==> src/rtl/id_ex_stage_pkg.sv <==
// ============================================================================
//  Module      : id_ex_stage_pkg
//  Description : Shared core definitions for the ID/EX stage: control-bundle
//                widths, bit positions inside the bundles, write-back source
//                codes and a small load-classification helper.
//  Revision    : 1.0  initial release
// ============================================================================
`default_nettype none

package id_ex_stage_pkg;

  // Control bundle widths
  localparam int EX_W = 5;   // {alu_src_b, alu_op[3:0]}
  localparam int M_W  = 3;   // {branch, b_type, mem_write}
  localparam int WB_W = 3;   // {reg_write, mem_to_reg[1:0]}

  // Bit positions inside the bundles
  localparam int EX_ALU_SRC_B_BIT = 4;
  localparam int M_BRANCH_BIT     = 2;
  localparam int M_B_TYPE_BIT     = 1;
  localparam int M_MEM_WRITE_BIT  = 0;
  localparam int WB_REG_WRITE_BIT = 2;

  // Write-back source selection (mem_to_reg)
  localparam logic [1:0] MEM_TO_REG_ALU  = 2'b00;
  localparam logic [1:0] MEM_TO_REG_PC4  = 2'b01;
  localparam logic [1:0] MEM_TO_REG_IMM  = 2'b10;
  localparam logic [1:0] MEM_TO_REG_LOAD = 2'b11;

  // Registered control word carried from ID to EX
  typedef struct packed {
    logic [EX_W-1:0] ex;
    logic [M_W-1:0]  m;
    logic [WB_W-1:0] wb;
  } ctrl_t;

  // A WB bundle describes a load when it writes a register from memory.
  function automatic logic wb_is_load(input logic [WB_W-1:0] wb);
    return wb[WB_REG_WRITE_BIT] && (wb[1:0] == MEM_TO_REG_LOAD);
  endfunction

endpackage : id_ex_stage_pkg

`default_nettype wire

==> src/rtl/id_ex_stage_load_use_detect.sv <==
// ============================================================================
//  Module      : load_use_detect
//  Description : Combinational load-use hazard compare. Raises o_stall when
//                the instruction in EX is a load to a non-zero register that
//                the instruction in ID reads. A flush suppresses the stall
//                because the ID instruction is being killed anyway.
//  Ports       : i_ex_valid/i_ex_wb/i_ex_rd   - EX slot state
//                i_id_valid/i_id_rs1/i_id_rs2 - ID slot sources
//                i_id_alu_src_b/i_id_branch/i_id_mem_write - rs2 usage hints
//                i_flush                      - downstream redirect
//                o_stall                      - hold PC and IF/ID this cycle
//  Revision    : 1.0  initial release
// ============================================================================
`default_nettype none

module load_use_detect
  import id_ex_stage_pkg::*;
(
  input  logic            i_ex_valid,
  input  logic [WB_W-1:0] i_ex_wb,
  input  logic [4:0]      i_ex_rd,
  input  logic            i_id_valid,
  input  logic [4:0]      i_id_rs1,
  input  logic [4:0]      i_id_rs2,
  input  logic            i_id_alu_src_b,
  input  logic            i_id_branch,
  input  logic            i_id_mem_write,
  input  logic            i_flush,
  output logic            o_stall
);

  logic w_ex_is_load;
  logic w_id_uses_rs2;
  logic w_rs1_hit;
  logic w_rs2_hit;

  // x0 is never a real destination, so a load to x0 cannot create a hazard.
  assign w_ex_is_load = i_ex_valid & wb_is_load(i_ex_wb) & (i_ex_rd != 5'd0);

  // rs2 is read by register-register ALU ops, stores (data) and branches.
  assign w_id_uses_rs2 = ~i_id_alu_src_b | i_id_mem_write | i_id_branch;

  assign w_rs1_hit = (i_id_rs1 == i_ex_rd);
  assign w_rs2_hit = w_id_uses_rs2 & (i_id_rs2 == i_ex_rd);

  assign o_stall = w_ex_is_load & i_id_valid & ~i_flush & (w_rs1_hit | w_rs2_hit);

endmodule : load_use_detect

`default_nettype wire

==> src/rtl/id_ex_stage.sv <==
// ============================================================================
//  Module      : id_ex_stage
//  Description : ID/EX pipeline register of the five-stage RV32I core.
//                Registers control bundles, operands and register indices,
//                inserts one bubble per load-use hazard, squashes on flush
//                and keeps wrapping bubble/flush debug counters.
//  Ports       : clk, rst_n (async, active low)
//                id_*      - decoded instruction from ID
//                flush     - kill ID/EX contents (taken branch / jump)
//                hold      - global freeze
//                ex_*      - registered instruction presented to EX
//                load_use_stall - combinational stall request to PC/IF-ID
//                bubble_cnt, flush_cnt - debug counters
//  Revision    : 1.0  initial release
// ============================================================================
`default_nettype none

module id_ex_stage
  import id_ex_stage_pkg::*;
#(
  parameter int XLEN  = 32,
  parameter int CNT_W = 16
) (
  input  logic             clk,
  input  logic             rst_n,
  input  logic             id_valid,
  input  logic [XLEN-1:0]  id_pc,
  input  logic [XLEN-1:0]  id_rs1_data,
  input  logic [XLEN-1:0]  id_rs2_data,
  input  logic [XLEN-1:0]  id_imm,
  input  logic [4:0]       id_rs1,
  input  logic [4:0]       id_rs2,
  input  logic [4:0]       id_rd,
  input  logic [EX_W-1:0]  id_ex,
  input  logic [M_W-1:0]   id_m,
  input  logic [WB_W-1:0]  id_wb,
  input  logic             flush,
  input  logic             hold,
  output logic             ex_valid,
  output logic [XLEN-1:0]  ex_pc,
  output logic [XLEN-1:0]  ex_rs1_data,
  output logic [XLEN-1:0]  ex_rs2_data,
  output logic [XLEN-1:0]  ex_imm,
  output logic [4:0]       ex_rs1,
  output logic [4:0]       ex_rs2,
  output logic [4:0]       ex_rd,
  output logic [EX_W-1:0]  ex_ex,
  output logic [M_W-1:0]   ex_m,
  output logic [WB_W-1:0]  ex_wb,
  output logic             load_use_stall,
  output logic [CNT_W-1:0] bubble_cnt,
  output logic [CNT_W-1:0] flush_cnt
);

  logic             r_valid;
  ctrl_t            r_ctrl;
  logic [XLEN-1:0]  r_pc;
  logic [XLEN-1:0]  r_rs1_data;
  logic [XLEN-1:0]  r_rs2_data;
  logic [XLEN-1:0]  r_imm;
  logic [4:0]       r_rs1;
  logic [4:0]       r_rs2;
  logic [4:0]       r_rd;
  logic [CNT_W-1:0] r_bubble_cnt;
  logic [CNT_W-1:0] r_flush_cnt;

  logic             w_stall;
  ctrl_t            w_id_ctrl;

  load_use_detect u_load_use_detect (
    .i_ex_valid     (r_valid),
    .i_ex_wb        (r_ctrl.wb),
    .i_ex_rd        (r_rd),
    .i_id_valid     (id_valid),
    .i_id_rs1       (id_rs1),
    .i_id_rs2       (id_rs2),
    .i_id_alu_src_b (id_ex[EX_ALU_SRC_B_BIT]),
    .i_id_branch    (id_m[M_BRANCH_BIT]),
    .i_id_mem_write (id_m[M_MEM_WRITE_BIT]),
    .i_flush        (flush),
    .o_stall        (w_stall)
  );

  // An empty ID slot must never carry live control into EX.
  assign w_id_ctrl = id_valid ? ctrl_t'{ex: id_ex, m: id_m, wb: id_wb} : '0;

  // Priority: flush > hold > load-use bubble > normal capture.
  // On flush and bubble only the valid bit and control bundles are cleared;
  // the data registers keep their previous contents since nothing consumes
  // them while ex_valid is low.
  always_ff @(posedge clk or negedge rst_n) begin
    if (!rst_n) begin
      r_valid      <= 1'b0;
      r_ctrl       <= '0;
      r_pc         <= '0;
      r_rs1_data   <= '0;
      r_rs2_data   <= '0;
      r_imm        <= '0;
      r_rs1        <= '0;
      r_rs2        <= '0;
      r_rd         <= '0;
      r_bubble_cnt <= '0;
      r_flush_cnt  <= '0;
    end else if (flush) begin
      r_valid     <= 1'b0;
      r_ctrl      <= '0;
      r_flush_cnt <= r_flush_cnt + CNT_W'(1);
    end else if (hold) begin
      // Freeze: every register, including counters, keeps its value.
      r_valid <= r_valid;
    end else if (w_stall) begin
      r_valid      <= 1'b0;
      r_ctrl       <= '0;
      r_bubble_cnt <= r_bubble_cnt + CNT_W'(1);
    end else begin
      r_valid    <= id_valid;
      r_ctrl     <= w_id_ctrl;
      r_pc       <= id_pc;
      r_rs1_data <= id_rs1_data;
      r_rs2_data <= id_rs2_data;
      r_imm      <= id_imm;
      r_rs1      <= id_rs1;
      r_rs2      <= id_rs2;
      r_rd       <= id_rd;
    end
  end

  assign ex_valid       = r_valid;
  assign ex_pc          = r_pc;
  assign ex_rs1_data    = r_rs1_data;
  assign ex_rs2_data    = r_rs2_data;
  assign ex_imm         = r_imm;
  assign ex_rs1         = r_rs1;
  assign ex_rs2         = r_rs2;
  assign ex_rd          = r_rd;
  assign ex_ex          = r_ctrl.ex;
  assign ex_m           = r_ctrl.m;
  assign ex_wb          = r_ctrl.wb;
  assign load_use_stall = w_stall;
  assign bubble_cnt     = r_bubble_cnt;
  assign flush_cnt      = r_flush_cnt;

endmodule : id_ex_stage

`default_nettype wire

==> config.mk <==
export PLATFORM = sky130hd
export DESIGN_NAME = id_ex_stage
export DESIGN_NICKNAME = d
export VERILOG_FILES = /design/src/rtl/id_ex_stage_pkg.sv /design/src/rtl/id_ex_stage_load_use_detect.sv /design/src/rtl/id_ex_stage.sv
export SDC_FILE = /design/constraint.sdc
export NUM_CORES = 1
export LEC_CHECK = 0
export BUFFER_PORTS_ARGS = -buffer_cell sky130_fd_sc_hd__buf_2
export CORE_MARGIN = 1.5
export CORE_UTILIZATION = 45
export DETAILED_ROUTE_END_ITERATION = 8
export PLACE_DENSITY = 0.74
export REMOVE_ABC_BUFFERS = 1
export SYNTH_ARGS = -nofsm -noshare
export SYNTH_HDL_FRONTEND = slang
export SYNTH_SLANG_ARGS = --single-unit
==> constraint.sdc <==
create_clock -name clk -period 3.15 [get_ports clk]
set_clock_uncertainty 0.1 [all_clocks]
set_input_delay 0.4725 -clock clk [delete_from_list [all_inputs] [get_ports clk]]
set_output_delay 0.4725 -clock clk [all_outputs]
set_load 0.01 [all_outputs]
==> out/metrics.yaml <==
fillers: 1350
clk_latency_ps: 420
worst_hold_path_type: "input pin to flip-flop"
synth_top_area_share_pct: 57.5
synthTopCellsByArea: "dfrtp_1, mux2_4, buf_12"
ys_seq_area_share_pct: 57.5
r2r_end: "ex_pc[7]"
rrSetupSlack_ps: 680
cts_buffer_depth: 2
layoutNonFillerInstCount: 1079
cap_violations: 0
fin_tns_setup_ps: 0
worst_path_max_delay_cell: "dfrtp_1"
holdPathStages: 2
finish.utilization_pct: 60.1
vdd_drop_max_v: 0.000426
initial_core_util_pct: 46.6
post_cts_resize_count: 0
p_int_mw: 4.53
worst_slack_ps: 605
async_flop_share_pct: 100
r2r_cells: 6
met2_wirelength_um: 10100
max_stage_delay_ps: 460
p_leak_nw: 5.46
nNetsFinal: 1000
top_layer_used: "met4"
totalWireLength_um: 20100
drtIter0Drc: 160
cp-end-kind: "output pin"
grt_pass1_wl_um: 29700
maxSlewHeadroom_pct: 32.6
antenna_found_initial: 3
ys_warn_count: 0
drt_pass1_iterations: 4
critical_path.top_delay_family: "flip-flops"
crit_fanout: 13
cp.arrival_ps: 1970
cp.depth: 5
clockRootBuffer: "clkbuf_16"
via_count: 5360
startpoint_type: "flip-flop"
fmax_mhz: 393
synth_top_area_cell: "dfrtp_1"
pwr-share-comb_pct: 21.4
m1WireLength_um: 8160
status: "completed"
routedWlPerCell_um: 18.6
synth-edff-count: 0
grtUsageTotal_pct: 21.2
slew_violations: 0
period_share_pct: 80.8
clock_power_share_pct: 31.6
r2r-start: "ex_rd[1]"
syn_to_final_growth_pct: 29.0
switching_share_pct: 27.8
drc: 0
worstPathRequired_ps: 2580
min_period_ps: 2540
syn_area_mm2: 0.00814
ys.flop_type: "dfrtp_1"
preCtsSetupSlack_ps: 542
hold_path_startpoint: "id_imm[18]"
final_cell_area_mm2: 0.0105
min_to: "ex_imm[18]"
power_per_cell_area_mw_per_mm2: 597
die_area_mm2: 0.0189
hold_viol_final: 0
tritoncts: "built"
viasPerCell: 4.97
port_buffers: 346
synth.ff_latch_count: 187
switchingPower_mw: 1.74
drtAntennaViolNets: 0
die_y_um: 137
cts_buffers: 17
core.rowCount: 48
total_power_mw: 6.27
grt_max_degree: 72
path_buf_inv: 1
globalRoute.totalOverflow: 0
grt_pass1_vias: 5339
io_pins: 347
cts_sinks: 187
hold_slack_ps: 175
worstPathCellList: "xnor2_1 -> nand4_1 -> o22a_2 -> nor2_1 -> buf_2"
worst_pin_slew_ps: 1010
setup_viol: 0
grt_setup_unrepaired: "false"
routabilityCongestion: 0.811
post_synth_num_cell_types: 33
die_w_um: 137
place_area_mm2: 0.00994
crit_type: "flip-flop to output pin"
seq_power_share_pct: 47.0
place_inst: 1044
syn_area_per_cell_um2: 16.8
core_mm2: 0.0175
synth_cells: 484
h-tree-depth: 4
layout-drive-gt1-share_pct: 63.7
clkSlewWorstSetupHoldPaths_ps: 70
dr_wl_met3_um: 1340
dpl.hpwl_um: 14900
-- layer usage --
| layer | GRT usage (%) | vias up |
|---|---|---|
| li1 | - | 2419 |
| met1 | 25.0 | 2695 |
| met2 | 36.6 | 217 |
| met3 | 5.85 | 29 |
| met4 | 8.42 | 0 |
| met5 | 0 | - |
-- cell families (layout without fill, tap and decap cells) --
logic type / count (synthesis) / count (layout) / share of synthesized area, %
AOI/OAI and AO/OA: 16 / 16 / 2.14
xor gates and xnor gates: 40 / 40 / 4.30
other: 0 / 3 / 0
buffers and inverters: 24 / 391 / 4.41
muxes: 145 / 145 / 26.4
and+or+nand+nor: 70 / 70 / 4.93
DFF: 187 / 187 / 57.5
adders and majority gates: 2 / 2 / 0.307
-- worst register-to-register path: stages (launching register included) --
cell and delay (ps):
dfrtp_1 460, nor3_1 210, nand2_1 120, and2_1 220, a21oi_4 380, buf_4 500, mux2_4 370
-- layout make-up --
cell class                      instances  area, um^2  share of cell area (%)
Antenna cell                            3        7.51                  0.0715
Clock buffer                           20         457                    4.35
Clock inverter                         11        85.1                   0.810
Inverter                                2        7.51                  0.0715
Multi-Input combinational cell        273        3100                    29.5
Sequential cell                       187        4680                    44.6
Tap cell                              225         282                    2.68
Timing Repair Buffer                  358        1880                    17.9
-- state kept, by name, summed over array words and instances, names as in the netlist --
signal and count:
ex_imm 32, ex_pc 32, ex_rs1_data 32, ex_rs2_data 32
bubble_cnt 16, flush_cnt 16, ex_ex 5, ex_rd 5
ex_rs1 5, ex_rs2 5, ex_m 3, ex_wb 3
ex_valid 1
-- power by group through the flow --
| stage | Clock, mW | Sequential (mW) | Combinational [mW] |
|---|---|---|---|
| finish | 1.98 | 2.95 | 1.34 |
| global route | 2.13 | 2.99 | 1.44 |
| CTS | 2.03 | 2.95 | 1.36 |
| detailed placement | 0 | 2.98 | 1.35 |
| global placement | 0 | 2.97 | 1.33 |
| floorplan | 0 | 3.12 | 0.615 |
-- Yosys cell counts, drive strengths merged, types with 5 or more instances --
| cell | instances |
|---|---|
| a32o | 11 |
| nand2 | 13 |
| xnor2 | 23 |
| nor4 | 5 |
| buf | 19 |
| and3 | 5 |
| nor2 | 8 |
| nor3 | 8 |
| nand3 | 9 |
| nand4 | 12 |
| mux2 | 145 |
| xor2 | 17 |
| dfrtp | 187 |
-- cells in the final DEF, fill, tap and decap left out, drive strengths merged --
cell type	instances
dlygate4sd3	1
dfrtp	187
diode	3
or2	2
clkinvlp	2
nor2	8
nand4	12
clkbuf	20
o22ai	1
o21ai	1
nor3	8
and4	1
inv	7
clkinv	4
nand2	13
a21oi	1
a22o	1
nand3	9
nor3b	2
xnor2	23
a32o	11
nor4	5
buf	357
ha	2
mux2	145
and3	5
xor2	17
nand2b	1
nor2b	3
o22a	1
and2	1
-- what timing repair did --
item / CTS / global route
hold buffers: 1 / 0
hold endpoints to repair: 68 / 0
buffers inserted: 0 / 0
-- worst max-delay path by stage --
stage,slack [ps],from,end
4_1_cts,570,ex_rd[2],load_use_stall
5_1_grt,520,ex_rd[0],load_use_stall
6_report,610,ex_rd[0],load_use_stall
3_5_place_dp,540,id_valid,ex_pc[31]
2_1_floorplan,-2380,id_m[2],ex_pc[0]
3_3_place_gp,650,id_valid,ex_rs1_data[8]
(Power assumes the default switching activity.)
